$ cat src/rtl/pipe_skid_reg_pkg.sv
// Shared pipeline control codes: staller encodings and the enable and zero-word constants.
package pipe_skid_reg_pkg;

  typedef enum logic [1:0] {
    STL_GO     = 2'b00,
    STL_STALL  = 2'b01,
    STL_BUBBLE = 2'b10
  } stl_e;

  localparam logic ENABLE    = 1'b1;
  localparam logic ZERO_WORD = 1'b0;

  // 2'b11 has no meaning of its own and is treated as a bubble, so any code with bit 1 set clears the stage.
  function automatic logic stl_is_bubble(input logic [1:0] stl);
    return stl[1];
  endfunction

endpackage

$ cat src/rtl/pipe_skid_reg_skid_slot.sv
// One storage entry: a valid flag plus a payload register, with synchronous clear and load.
module skid_slot
  import pipe_skid_reg_pkg::*;
#(
  parameter int                DATA_W     = 64,
  parameter logic [DATA_W-1:0] BUBBLE_VAL = {DATA_W{1'b0}}
) (
  input  logic              clk,
  input  logic              rst,
  input  logic              clr,
  input  logic              load,
  input  logic [DATA_W-1:0] load_data,
  output logic              valid,
  output logic [DATA_W-1:0] data
);

  // Clear wins over load, so a flush in the same cycle as a push drops the word.
  always_ff @(posedge clk) begin
    if (rst || clr) begin
      valid <= ZERO_WORD;
      data  <= BUBBLE_VAL;
    end else if (load) begin
      valid <= ENABLE;
      data  <= load_data;
    end
  end

endmodule

$ cat src/rtl/pipe_skid_reg.sv
// Pipeline stage register with a valid/ready handshake, a one-entry skid buffer,
// and the staller controls GO, STALL and BUBBLE, plus an explicit flush.
module pipe_skid_reg
  import pipe_skid_reg_pkg::*;
#(
  parameter int                DATA_W     = 64,
  parameter logic [DATA_W-1:0] BUBBLE_VAL = {DATA_W{1'b0}}
) (
  input  logic              clk,
  input  logic              rst,
  input  logic [1:0]        stl_i,
  input  logic              flush_i,
  input  logic              up_valid_i,
  output logic              up_ready_o,
  input  logic [DATA_W-1:0] up_data_i,
  output logic              dn_valid_o,
  input  logic              dn_ready_i,
  output logic [DATA_W-1:0] dn_data_o,
  output logic [1:0]        occ_o
);

  // Handshake: a word moves on a side only in a cycle where that side's valid and ready
  // are both high at the rising edge. Ready does not depend on valid on either side.
  // Both up_ready_o and dn_valid_o are masked low during rst, flush, STALL and BUBBLE.

  logic              m_valid, s_valid;
  logic [DATA_W-1:0] m_data, s_data;
  logic              active, kill, push, pop;
  logic              m_load, m_clr, s_load, s_clr;
  logic [DATA_W-1:0] m_load_data;

  always_comb begin
    active     = (stl_i == STL_GO) && !flush_i && !rst;
    kill       = flush_i || stl_is_bubble(stl_i);
    up_ready_o = active && !s_valid;
    dn_valid_o = active && m_valid;
    push       = up_valid_i && up_ready_o;
    pop        = dn_valid_o && dn_ready_i;

    // Main is refilled from the skid entry when that entry holds the older word.
    m_load      = (push && (!m_valid || pop)) || (pop && s_valid);
    m_load_data = s_valid ? s_data : up_data_i;
    m_clr       = kill || (pop && !push && !s_valid);
    s_load      = push && m_valid && !pop;
    s_clr       = kill || (pop && s_valid);
  end

  skid_slot #(.DATA_W(DATA_W), .BUBBLE_VAL(BUBBLE_VAL)) u_main (
    .clk       (clk),
    .rst       (rst),
    .clr       (m_clr),
    .load      (m_load),
    .load_data (m_load_data),
    .valid     (m_valid),
    .data      (m_data)
  );

  skid_slot #(.DATA_W(DATA_W), .BUBBLE_VAL(BUBBLE_VAL)) u_skid (
    .clk       (clk),
    .rst       (rst),
    .clr       (s_clr),
    .load      (s_load),
    .load_data (up_data_i),
    .valid     (s_valid),
    .data      (s_data)
  );

  assign dn_data_o = m_data;
  assign occ_o     = {1'b0, m_valid} + {1'b0, s_valid};

endmodule

$ cat config.mk
export PLATFORM = sky130hd
export DESIGN_NAME = pipe_skid_reg
export DESIGN_NICKNAME = d
export VERILOG_FILES = /design/src/rtl/pipe_skid_reg_pkg.sv /design/src/rtl/pipe_skid_reg_skid_slot.sv /design/src/rtl/pipe_skid_reg.sv
export SDC_FILE = /design/constraint.sdc
export NUM_CORES = 1
export LEC_CHECK = 0
export BUFFER_PORTS_ARGS = -buffer_cell sky130_fd_sc_hd__buf_2
export CELL_PAD_IN_SITES_DETAIL_PLACEMENT = 1
export CELL_PAD_IN_SITES_GLOBAL_PLACEMENT = 2
export CORE_AREA = 2 2 113 159
export CTS_CLUSTER_SIZE = 28
export DETAILED_ROUTE_END_ITERATION = 16
export DIE_AREA = 0 0 115 161
export HOLD_SLACK_MARGIN = 0.08
export PLACE_DENSITY = 0.8
export SLEW_MARGIN = 20
export SYNTH_ARGS = -nofsm -noshare
export SYNTH_HDL_FRONTEND = slang
export SYNTH_SLANG_ARGS = --single-unit
$ cat constraint.sdc
create_clock -name clk -period 2.9 [get_ports clk]
set_clock_uncertainty 0.15 [all_clocks]
set_input_delay 0.29 -clock clk [delete_from_list [all_inputs] [get_ports clk]]
set_output_delay 0.29 -clock clk [all_outputs]
set_load 0.05 [all_outputs]
==> flow_summary.yaml, run 1 <==
clocking:
  cts_setup_buffers: 0
  cts_resized: 0
  numCtsBuffers: 17
  clk_latency_ns: 0.41
  cts_root_buf: "clkbuf_16"
  cts.path.max_buffers: 2
  htreeDepth: 4
  cts_tree: "yes"
  ctsHoldBuffers: 65
  numClockSinks: 130
  clk_pin_slew_worst_paths_ns: 0.06
power_and_ir_drop:
  sw_frac_of_total_pct: 26.6
  powerDensity_nw_per_um2: 537
  p_int_uw: 3120
  peakVddDrop_v: 0.000275
  p_switching_uw: 1130
  p_leak_uw: 0.00271
  power_frac_seq_pct: 42.7
  pwr-share-clk_pct: 46.5
  combPwrFrac_pct: 10.8
worst_setup_path:
  cpPeakStageDelay_ns: 0.78
  ff2ff_setup_slack_ns: 0.41
  crit_chain: "o21ba_2 > buf_4 > a31oi_1 > a211oi_1"
  critPathRequiredTime_ns: 3.05
  reg2regPathDepth: 4
  critPathLaunch: "u_skid.valid"
  rr_endpoint: "u_main.data[2]"
  r2r-start: "u_skid.valid"
  worst_path_max_delay_cell: "dfxtp_4"
  crit_type: "reg2reg"
  start_kind: "register"
  crit_end: "u_main.data[2]"
  cp.arrival_ns: 2.64
  critPathCaptureType: "register"
  cp_max_fo: 64
timing:
  period_minus_slack_ns: 2.49
  hold_violations: 0
  fin_crit_sh_pct: 85.9
  rsz0062_at_grt: "false"
  fin_tns_setup_ns: 0
  slew_viol_final: 0
  worst_pin_slew_ns: 0.917
  slew-limit-headroom_pct: 38.7
  fmax_mhz: 401
  holdWs_ns: 0.129
  finalSetupViolCount: 0
  timing.final.ws_setup_ns: 0.408
logic_synthesis:
  synth_cells: 614
  synth_top_cell_by_area: "dfxtp_1"
  yosysWarningCount: 0
  postSynthAreaPerCell_um2: 9.80
  ys_types: 30
  synth.area.top_cells: "dfxtp_1 (43%), a211oi_2 (12%), mux2i_1 (11%)"
  synth_seq_cells: 130
  yosysSeqAreaShare_pct: 43.2
  yosysTopAreaCellShare_pct: 43.2
  synth_area_um2: 6020
  syn-num-nets: 686
job:
  maxCapViolCount: 0
global_routing:
  antenna_found_initial: 0
  overflow: 0
  grt_first_pass_wirelength_mm: 33.1
  grt_start_max_net_pins: 65
  grt_usage_pct: 22.7
  grt_pass1_vias: 6263
placed_design:
  port_buffers: 138
  place_congestion: 0.778
  place.detailed.hpwl_mm: 12.3
  dp_slack_ns: 0.515
layout:
  nets: 847
  final_util_pct: 46.1
  area_growth_pct: 31.2
  n_antenna_cell: 0
  drive_gt1_share_pct: 32.7
run_status:
  status: "complete, no violations"
routing:
  wl_per_cell_um: 20.6
  vias: 5657
  drtIter0Drc: 213
  wl_mm: 20.5
  vias_per_cell: 5.69
  first_pass_iters: 4
  ant_nets: 0
  drc_errors: 0
floorplan:
  initial_core_util_pct: 35.2
  dieArea_um2: 18500
  die_y_um: 161
  std_cell_rows: 57
  core_area_um2: 17100
  dieWidth_um: 115
  io_pins: 139
worst_hold_path:
  hold_class: "in2reg"
logic make-up (layout without fill, tap and decap cells):
logic type,after synthesis,after routing,share of synthesized area (%)
AND/OR/NAND/NOR,76,76,6.65
adder cells (fa/ha/maj),1,1,0.208
AO/OA/AOI/OAI,263,263,31.1
multiplexers,64,64,10.6
flip-flops,130,130,43.2
buffers and inverters,80,254,8.13
cell type report:
class	count	area (um2)
Timing Repair Buffer	221	1530
Inverter	1	3.75
Tap cell	206	258
Multi-Input combinational cell	404	2960
Fill cell	1946	9220
Clock buffer	20	457
Clock inverter	12	83.8
Sequential cell	130	2610
how the worst min path moves through the flow:
stage / start / to / cells after the start
floorplan: up_valid_i / u_main.valid / 2
global placement: u_skid.data[45] / u_skid.data[45] / 2
detailed placement: u_skid.data[46] / u_skid.data[46] / 2
CTS: stl_i[0] / u_main.valid / 4
global route: stl_i[0] / u_main.valid / 3
finish: stl_i[0] / u_main.valid / 4
registers in the layout (all words and copies together) (netlist names):
signal and flops:
u_skid.valid 1, u_main.valid 1, u_skid.data 64, u_main.data 64
power by group through the flow:
| stage | Clock (uW) | Sequential, uW | Combinational, uW |
|---|---|---|---|
| floorplan | 0 | 1910 | 204 |
| global placement | 0 | 1850 | 380 |
| detailed placement | 0 | 1850 | 389 |
| CTS | 2010 | 1810 | 459 |
| global route | 2090 | 1810 | 491 |
| finish | 1970 | 1810 | 458 |
worst max-delay path, delay by kind of cell (launching register included):
| kind | cells | cell delay [ns] |
|---|---|---|
| AOI/OAI and AO/OA | 3 | 0.80 |
| DFF | 1 | 0.78 |
| buffers and inverters | 1 | 0.63 |
per-layer routing:
layer,GRT usage (%),wire length (um),up-vias
met2,41.0,10600,129
li1,-,-,2650
met4,9.20,638,0
met3,3.56,563,44
met5,0,0,-
met1,26.2,8720,2834
stage by stage:
| step | cells | instance area, um2 | total power, uW |
|---|---|---|---|
| after floorplan | 614 | 6020 | 2110 |
| after global placement | 897 | 6710 | 2230 |
| after detailed placement | 897 | 6710 | 2240 |
| after CTS | 994 | 7900 | 4280 |
| after global routing | 994 | 7900 | 4400 |
| final | 994 | 7900 | 4240 |
Yosys cell counts, drive strengths merged:
cell type and count:
a31oi 64, nor3 1, o31ai 1, nand4bb 1, nor2b 1, o21ai 64
a211oi 65, ha 1, o21ba 1, dfxtp 130, nand2 1, clkbuf 42
or3 1, a21oi 66, buf 37, nor2 2, and4bb 1, and2b 1
inv 1, nand2b 2, a31o 2, mux2i 64, and3 1, nand3 64
placed cells by master, fill, tap and decap left out, types with 2 or more instances in the layout:
cell	n
nand2b_2	2
clkbuf_8	2
a211oi_2	60
dfxtp_1	129
a211oi_1	5
clkinvlp_4	6
buf_12	4
buf_4	14
clkbuf_16	17
buf_2	138
nand3_1	64
a21oi_1	66
mux2i_1	64
nor2_1	2
clkinv_2	3
dlygate4sd3_1	65
o21ai_0	64
a31oi_1	64
Power figures use the tool's default switching activity.
==> run 2: changes to the inputs <==
--- a/config.mk
+++ b/config.mk
@@ -9,12 +9,13 @@
 export CELL_PAD_IN_SITES_DETAIL_PLACEMENT = 1
 export CELL_PAD_IN_SITES_GLOBAL_PLACEMENT = 2
-export CORE_AREA = 2 2 113 159
+export CORE_AREA = 2 2 108 152
 export CTS_CLUSTER_SIZE = 28
 export DETAILED_ROUTE_END_ITERATION = 16
-export DIE_AREA = 0 0 115 161
+export DIE_AREA = 0 0 110 154
 export HOLD_SLACK_MARGIN = 0.08
-export PLACE_DENSITY = 0.8
+export PLACE_DENSITY_LB_ADDON = 0.3
 export SLEW_MARGIN = 20
 export SYNTH_ARGS = -nofsm -noshare
 export SYNTH_HDL_FRONTEND = slang
+export SYNTH_HIERARCHICAL = 1
 export SYNTH_SLANG_ARGS = --single-unit
==> constraint.sdc (replaced) <==
create_clock -name clk -period 2.9 [get_ports clk]
set_clock_uncertainty 0.15 [all_clocks]
set_input_delay 0.58 -clock clk [delete_from_list [all_inputs] [get_ports clk]]
set_output_delay 0.58 -clock clk [all_outputs]
set_load 0.05 [all_outputs]
==> flow_summary.yaml, run 2 <==
worst_setup_path:
  cp_max_fo: 6
  cp_common_cell: "buf_2"
  r2r-start: "u_skid/valid"
  crit_family: "simple AND/OR/NAND/NOR gates"
  path_buf_inv: 2
  crit_type: "in2out"
  worst_path_max_delay_cell: "or4_1"
  crit_chain: "buf_2 > or4_1 > nor2_1 > buf_2"
  critPathRequiredTime_ns: 2.17
  critPathLaunch: "stl_i[1]"
  ff2ff_setup_slack_ns: 0.69
  start_kind: "input pin"
  cpPeakStageDelay_ns: 0.68
  cp.arrival_ns: 1.77
  critPathCaptureType: "output pin"
global_routing:
  grt_usage_pct: 16.4
  grt_start_max_net_pins: 66
  grt_first_pass_wirelength_mm: 21.6
  grt_pass1_vias: 4369
  overflow: 0
  antenna_found_initial: 0
floorplan:
  core_area_um2: 15500
  std_cell_rows: 54
  dieArea_um2: 16900
  initial_core_util_pct: 35.8
  die_y_um: 154
  dieWidth_um: 110
  io_pins: 139
routing:
  dr_wl_met3_um: 632
  wl_mm: 13.3
  wl_met1_mm: 5.48
  vias: 4057
  met2_length_mm: 7.05
  drtIter0Drc: 100
  wl_per_cell_um: 15.8
  highest_layer: "met4"
  ant_nets: 0
  drc_errors: 0
  vias_per_cell: 4.81
  first_pass_iters: 4
layout:
  n_antenna_cell: 0
  final_common_cell: "buf_2"
  area_growth_pct: 25.0
  final_cell_area_um2: 6920
  drive_gt1_share_pct: 38.4
  fillCellCount: 1725
  final_cells: 844
  mostFrequentLayoutCells: "buf_2 (138), nor2_1 (135), dfxtp_1 (129), mux2i_1 (128), mux2_2 (64)"
  multi_input_comb_area_um2: 2620
  nets: 708
  largestRegisters: "u_main/data x64, u_skid/data x64"
  regArea_um2: 2610
timing:
  holdWs_ns: 0.278
  fmax_mhz: 400
  finalSetupViolCount: 0
  fin_tns_setup_ns: 0
  slew-limit-headroom_pct: 65.1
  worst_pin_slew_ns: 0.524
  fin_crit_sh_pct: 86.3
  slew_viol_final: 0
  hold_violations: 0
  rsz0062_at_grt: "false"
  period_minus_slack_ns: 2.50
logic_synthesis:
  ys_types: 18
  synth_common_cells: "nor2_1 (135), dfxtp_1 (130), mux2i_1 (128), mux2_2 (64), buf_6 (24)"
  synth_cells: 507
  synth_seq_cells: 130
  synth.area.top_cells: "dfxtp_1 (47%), mux2i_1 (23%), mux2_2 (13%)"
  synth_area_um2: 5540
  yosysSeqAreaShare_pct: 47.0
  synthMostInstantiatedCell: "nor2_1"
  syn-num-nets: 579
  postSynthAreaPerCell_um2: 10.9
  yosysWarningCount: 6
  async_reset_ff_share_pct: 0
  synth_edf_count: 0
  synthFlopType: "dfxtp_1"
  yosysTopAreaCellShare_pct: 47.0
  synth_top_cell_by_area: "dfxtp_1"
power_and_ir_drop:
  finalPower_uw: 4220
  p_leak_uw: 0.00254
  powerDensity_nw_per_um2: 609
  peakVddDrop_v: 0.000301
clocking:
  htreeDepth: 4
  cts_tree: "yes"
  clk_pin_slew_worst_paths_ns: 0.06
  cts_resized: 0
  clk_latency_ns: 0.40
  cts_root_buf: "clkbuf_16"
  ctsHoldBuffers: 0
  cts.path.max_buffers: 2
  numClockSinks: 130
  cts_setup_buffers: 0
  numCtsBuffers: 17
worst_hold_path:
  hold_start: "up_data_i[62]"
  hold_class: "in2reg"
placed_design:
  place.detailed.hpwl_mm: 8.88
  placedCellCount: 813
  port_buffers: 138
  dpl_cell_area_um2: 6300
  place_congestion: 0.726
job:
  maxCapViolCount: 0
run_status:
  status: "complete, no violations"
[run 2: cell types whose count changed after synthesis, sizes merged, moves of 3 or more]
cell,change
nor2,+133
a21oi,-66
a211oi,-65
a31oi,-64
mux2,+64
mux2i,+64
nand3,-64
o21ai,-64
clkbuf,-40
or2,+3
[run 2: final timing paths]
| kind | endpoint | cells after the start |
|---|---|---|
| min | u_skid/data[62] | 3 |
| max | up_ready_o | 4 |
| max reg2reg | u_main/data[11] | 5 |
| min reg2reg | u_main/data[55] | 2 |
[run 2: area by class of cell]
class                           count  share of cell area, %
Inverter                            2                  0.108
Clock buffer                       18                   6.34
Timing Repair Buffer              147                   11.9
Tap cell                          196                   3.54
Multi-Input combinational cell    338                   37.8
Sequential cell                   130                   37.6
Clock inverter                     13                   2.67
[run 2: through the flow]
stage	setup slack, ns	util, %
floorplan	0.282	-
global placement	0.265	40.7
detailed placement	0.169	40.7
CTS	0.390	44.8
global route	0.333	44.8
finish	0.398	44.8
[run 2: report_power, final]
group / internal (uW) / total, uW / switching [uW]
logic: 89.5 / 181 / 91.4
registers: 1790 / 1790 / 1.24
clock network: 1460 / 2250 / 790
total: 3340 / 4220 / 882
[run 2: worst register-to-register path: stages (launching register included)]
cell,delay [ns]
dfxtp_4,0.64
nand2_1,0.21
a221oi_4,0.34
buf_4,0.42
mux2i_1,0.26
nor2_1,0.06
[run 2: kinds of logic (layout without fill, tap and decap cells)]
| family | count (synthesis) | after routing | synth area share (%) |
|---|---|---|---|
| buffers and inverters | 39 | 180 | 6.14 |
| AO/OA/AOI/OAI | 3 | 3 | 0.587 |
| AND/OR/NAND/NOR | 142 | 142 | 9.92 |
| flip-flops | 130 | 130 | 47.0 |
| adder cells (fa/ha/maj) | 1 | 1 | 0.226 |
| multiplexers | 192 | 192 | 36.1 |
[run 2: routing by layer]
layer,up-vias,global-route usage [%]
met5,-,0
met4,0,5.42
met3,9,4.62
met2,90,29.3
met1,1991,18.1
li1,1967,-
==> run 3: changes to the inputs <==
BUFFER_PORTS_ARGS = -buffer_cell sky130_fd_sc_hd__clkbuf_2   (was -buffer_cell sky130_fd_sc_hd__buf_2)
RECOVER_POWER = 50   (was unset)
==> flow_summary.yaml, run 3 (synthesized netlist as in run 2, its figures left out) <==
run_status:
  status: "complete, no violations"
timing:
  finalSetupViolCount: 0
  slew-limit-headroom_pct: 45.4
  hold_violations: 0
  period_minus_slack_ns: 2.60
  fin_tns_setup_ns: 0
  rsz0062_at_grt: "false"
  slew_viol_final: 0
  fin_crit_sh_pct: 89.7
  worst_pin_slew_ns: 0.820
  fmax_mhz: 384
worst_setup_path:
  cpPeakStageDelay_ns: 0.86
  crit_chain: "ha_1 > clkbuf_2"
  worst_path_max_delay_cell: "dfxtp_2"
  cp_max_fo: 34
  critPathRequiredTime_ns: 2.17
  start_kind: "register"
  path_buf_inv: 1
  cp.arrival_ns: 1.87
  critPathCaptureType: "output pin"
  crit_family: "flip-flops"
  crit_type: "reg2out"
clocking:
  cts_resized: 0
  numClockSinks: 130
  htreeDepth: 4
  cts.path.max_buffers: 2
  clk_pin_slew_worst_paths_ns: 0.06
  numCtsBuffers: 17
  ctsHoldBuffers: 0
  cts_setup_buffers: 0
  cts_tree: "yes"
  cts_root_buf: "clkbuf_16"
  clk_latency_ns: 0.41
job:
  maxCapViolCount: 0
global_routing:
  grt_pass1_vias: 4480
  grt_start_max_net_pins: 66
  grt_usage_pct: 16.6
  overflow: 0
  antenna_found_initial: 0
  grt_first_pass_wirelength_mm: 21.8
floorplan:
  die_y_um: 154
  initial_core_util_pct: 35.8
  core_area_um2: 15500
  dieWidth_um: 110
  io_pins: 139
  std_cell_rows: 54
  dieArea_um2: 16900
placed_design:
  placedCellCount: 814
  place_congestion: 0.727
  port_buffers: 138
  place.detailed.hpwl_mm: 9.00
routing:
  wl_mm: 13.6
  vias_per_cell: 4.83
  wl_per_cell_um: 16.1
  vias: 4087
  ant_nets: 0
  first_pass_iters: 4
  drc_errors: 0
  drtIter0Drc: 85
power_and_ir_drop:
  p_switching_uw: 880
  sw_frac_of_total_pct: 21.2
  power_frac_seq_pct: 43.1
  powerDensity_nw_per_um2: 608
  peakVddDrop_v: 0.000303
  pwr-share-clk_pct: 52.6
  p_leak_uw: 0.00227
  p_int_uw: 3280
  combPwrFrac_pct: 4.3
layout:
  nets: 709
  drive_gt1_share_pct: 28.6
  largestRegisters: "u_main/data x64, u_skid/data x64"
  final_common_cell: "nor2_1"
  final_cells: 846
  final_util_pct: 44.2
  fillCellCount: 1760
  area_growth_pct: 23.5
  mostFrequentLayoutCells: "nor2_1 (135), dfxtp_1 (129), mux2i_1 (128), clkbuf_2 (74), clkbuf_1 (65)"
  n_antenna_cell: 0
worst_hold_path:
  hold_class: "in2reg"
run 3: path summary, 6_finish.rpt:
check | to | cells past startpoint | start | slack [ns]
max | occ_o[0] | 2 | u_skid/valid | 0.30
min | u_skid/data[62] | 3 | up_data_i[62] | 0.27
max reg2reg | u_main/data[13] | 5 | u_skid/valid | 0.43
min reg2reg | u_skid/data[29] | 2 | u_skid/data[29] | 0.34
run 3: worst min-delay path, stage by stage:
cell and delay (ns):
clkbuf_2 0.09, mux2i_1 0.06, nor2_1 0.07
run 3: power by group through the flow:
stage | registers [uW] | clock network, uW | logic, uW
final | 1790 | 2190 | 180
after global routing | 1790 | 2340 | 197
after CTS | 1790 | 2250 | 186
after detailed placement | 1830 | 0 | 185
after global placement | 1830 | 0 | 180
after floorplan | 1840 | 0 | 100
run 3: per-stage QoR:
stage               power [uW]  setup WS (ns)  hold WS, ns  area, um2
finish                    4160          0.298        0.273       6840
global route              4320          0.185        0.273       6840
CTS                       4230          0.381        0.256       6930
detailed placement        2010          0.229        0.330       6320
global placement          2010          0.291        0.316       6320
floorplan                 1940          0.282        0.304       5540
run 3: per-layer routing:
layer / vias to the layer above / share of wire, % / track usage (%)
met5: - / 0 / 0
met4: 0 / 1.2 / 5.79
met3: 15 / 4.4 / 4.24
met2: 93 / 52 / 30.3
met1: 2001 / 42 / 17.9
li1: 1978 / - / -
run 3: layout make-up:
class	instances	area (um2)	area share [%]
Sequential cell	130	2600	38.1
Timing Repair Buffer	148	752	11.0
Clock inverter	12	156	2.29
Inverter	2	7.51	0.110
Multi-Input combinational cell	338	2620	38.3
Tap cell	196	245	3.58
Clock buffer	20	457	6.68
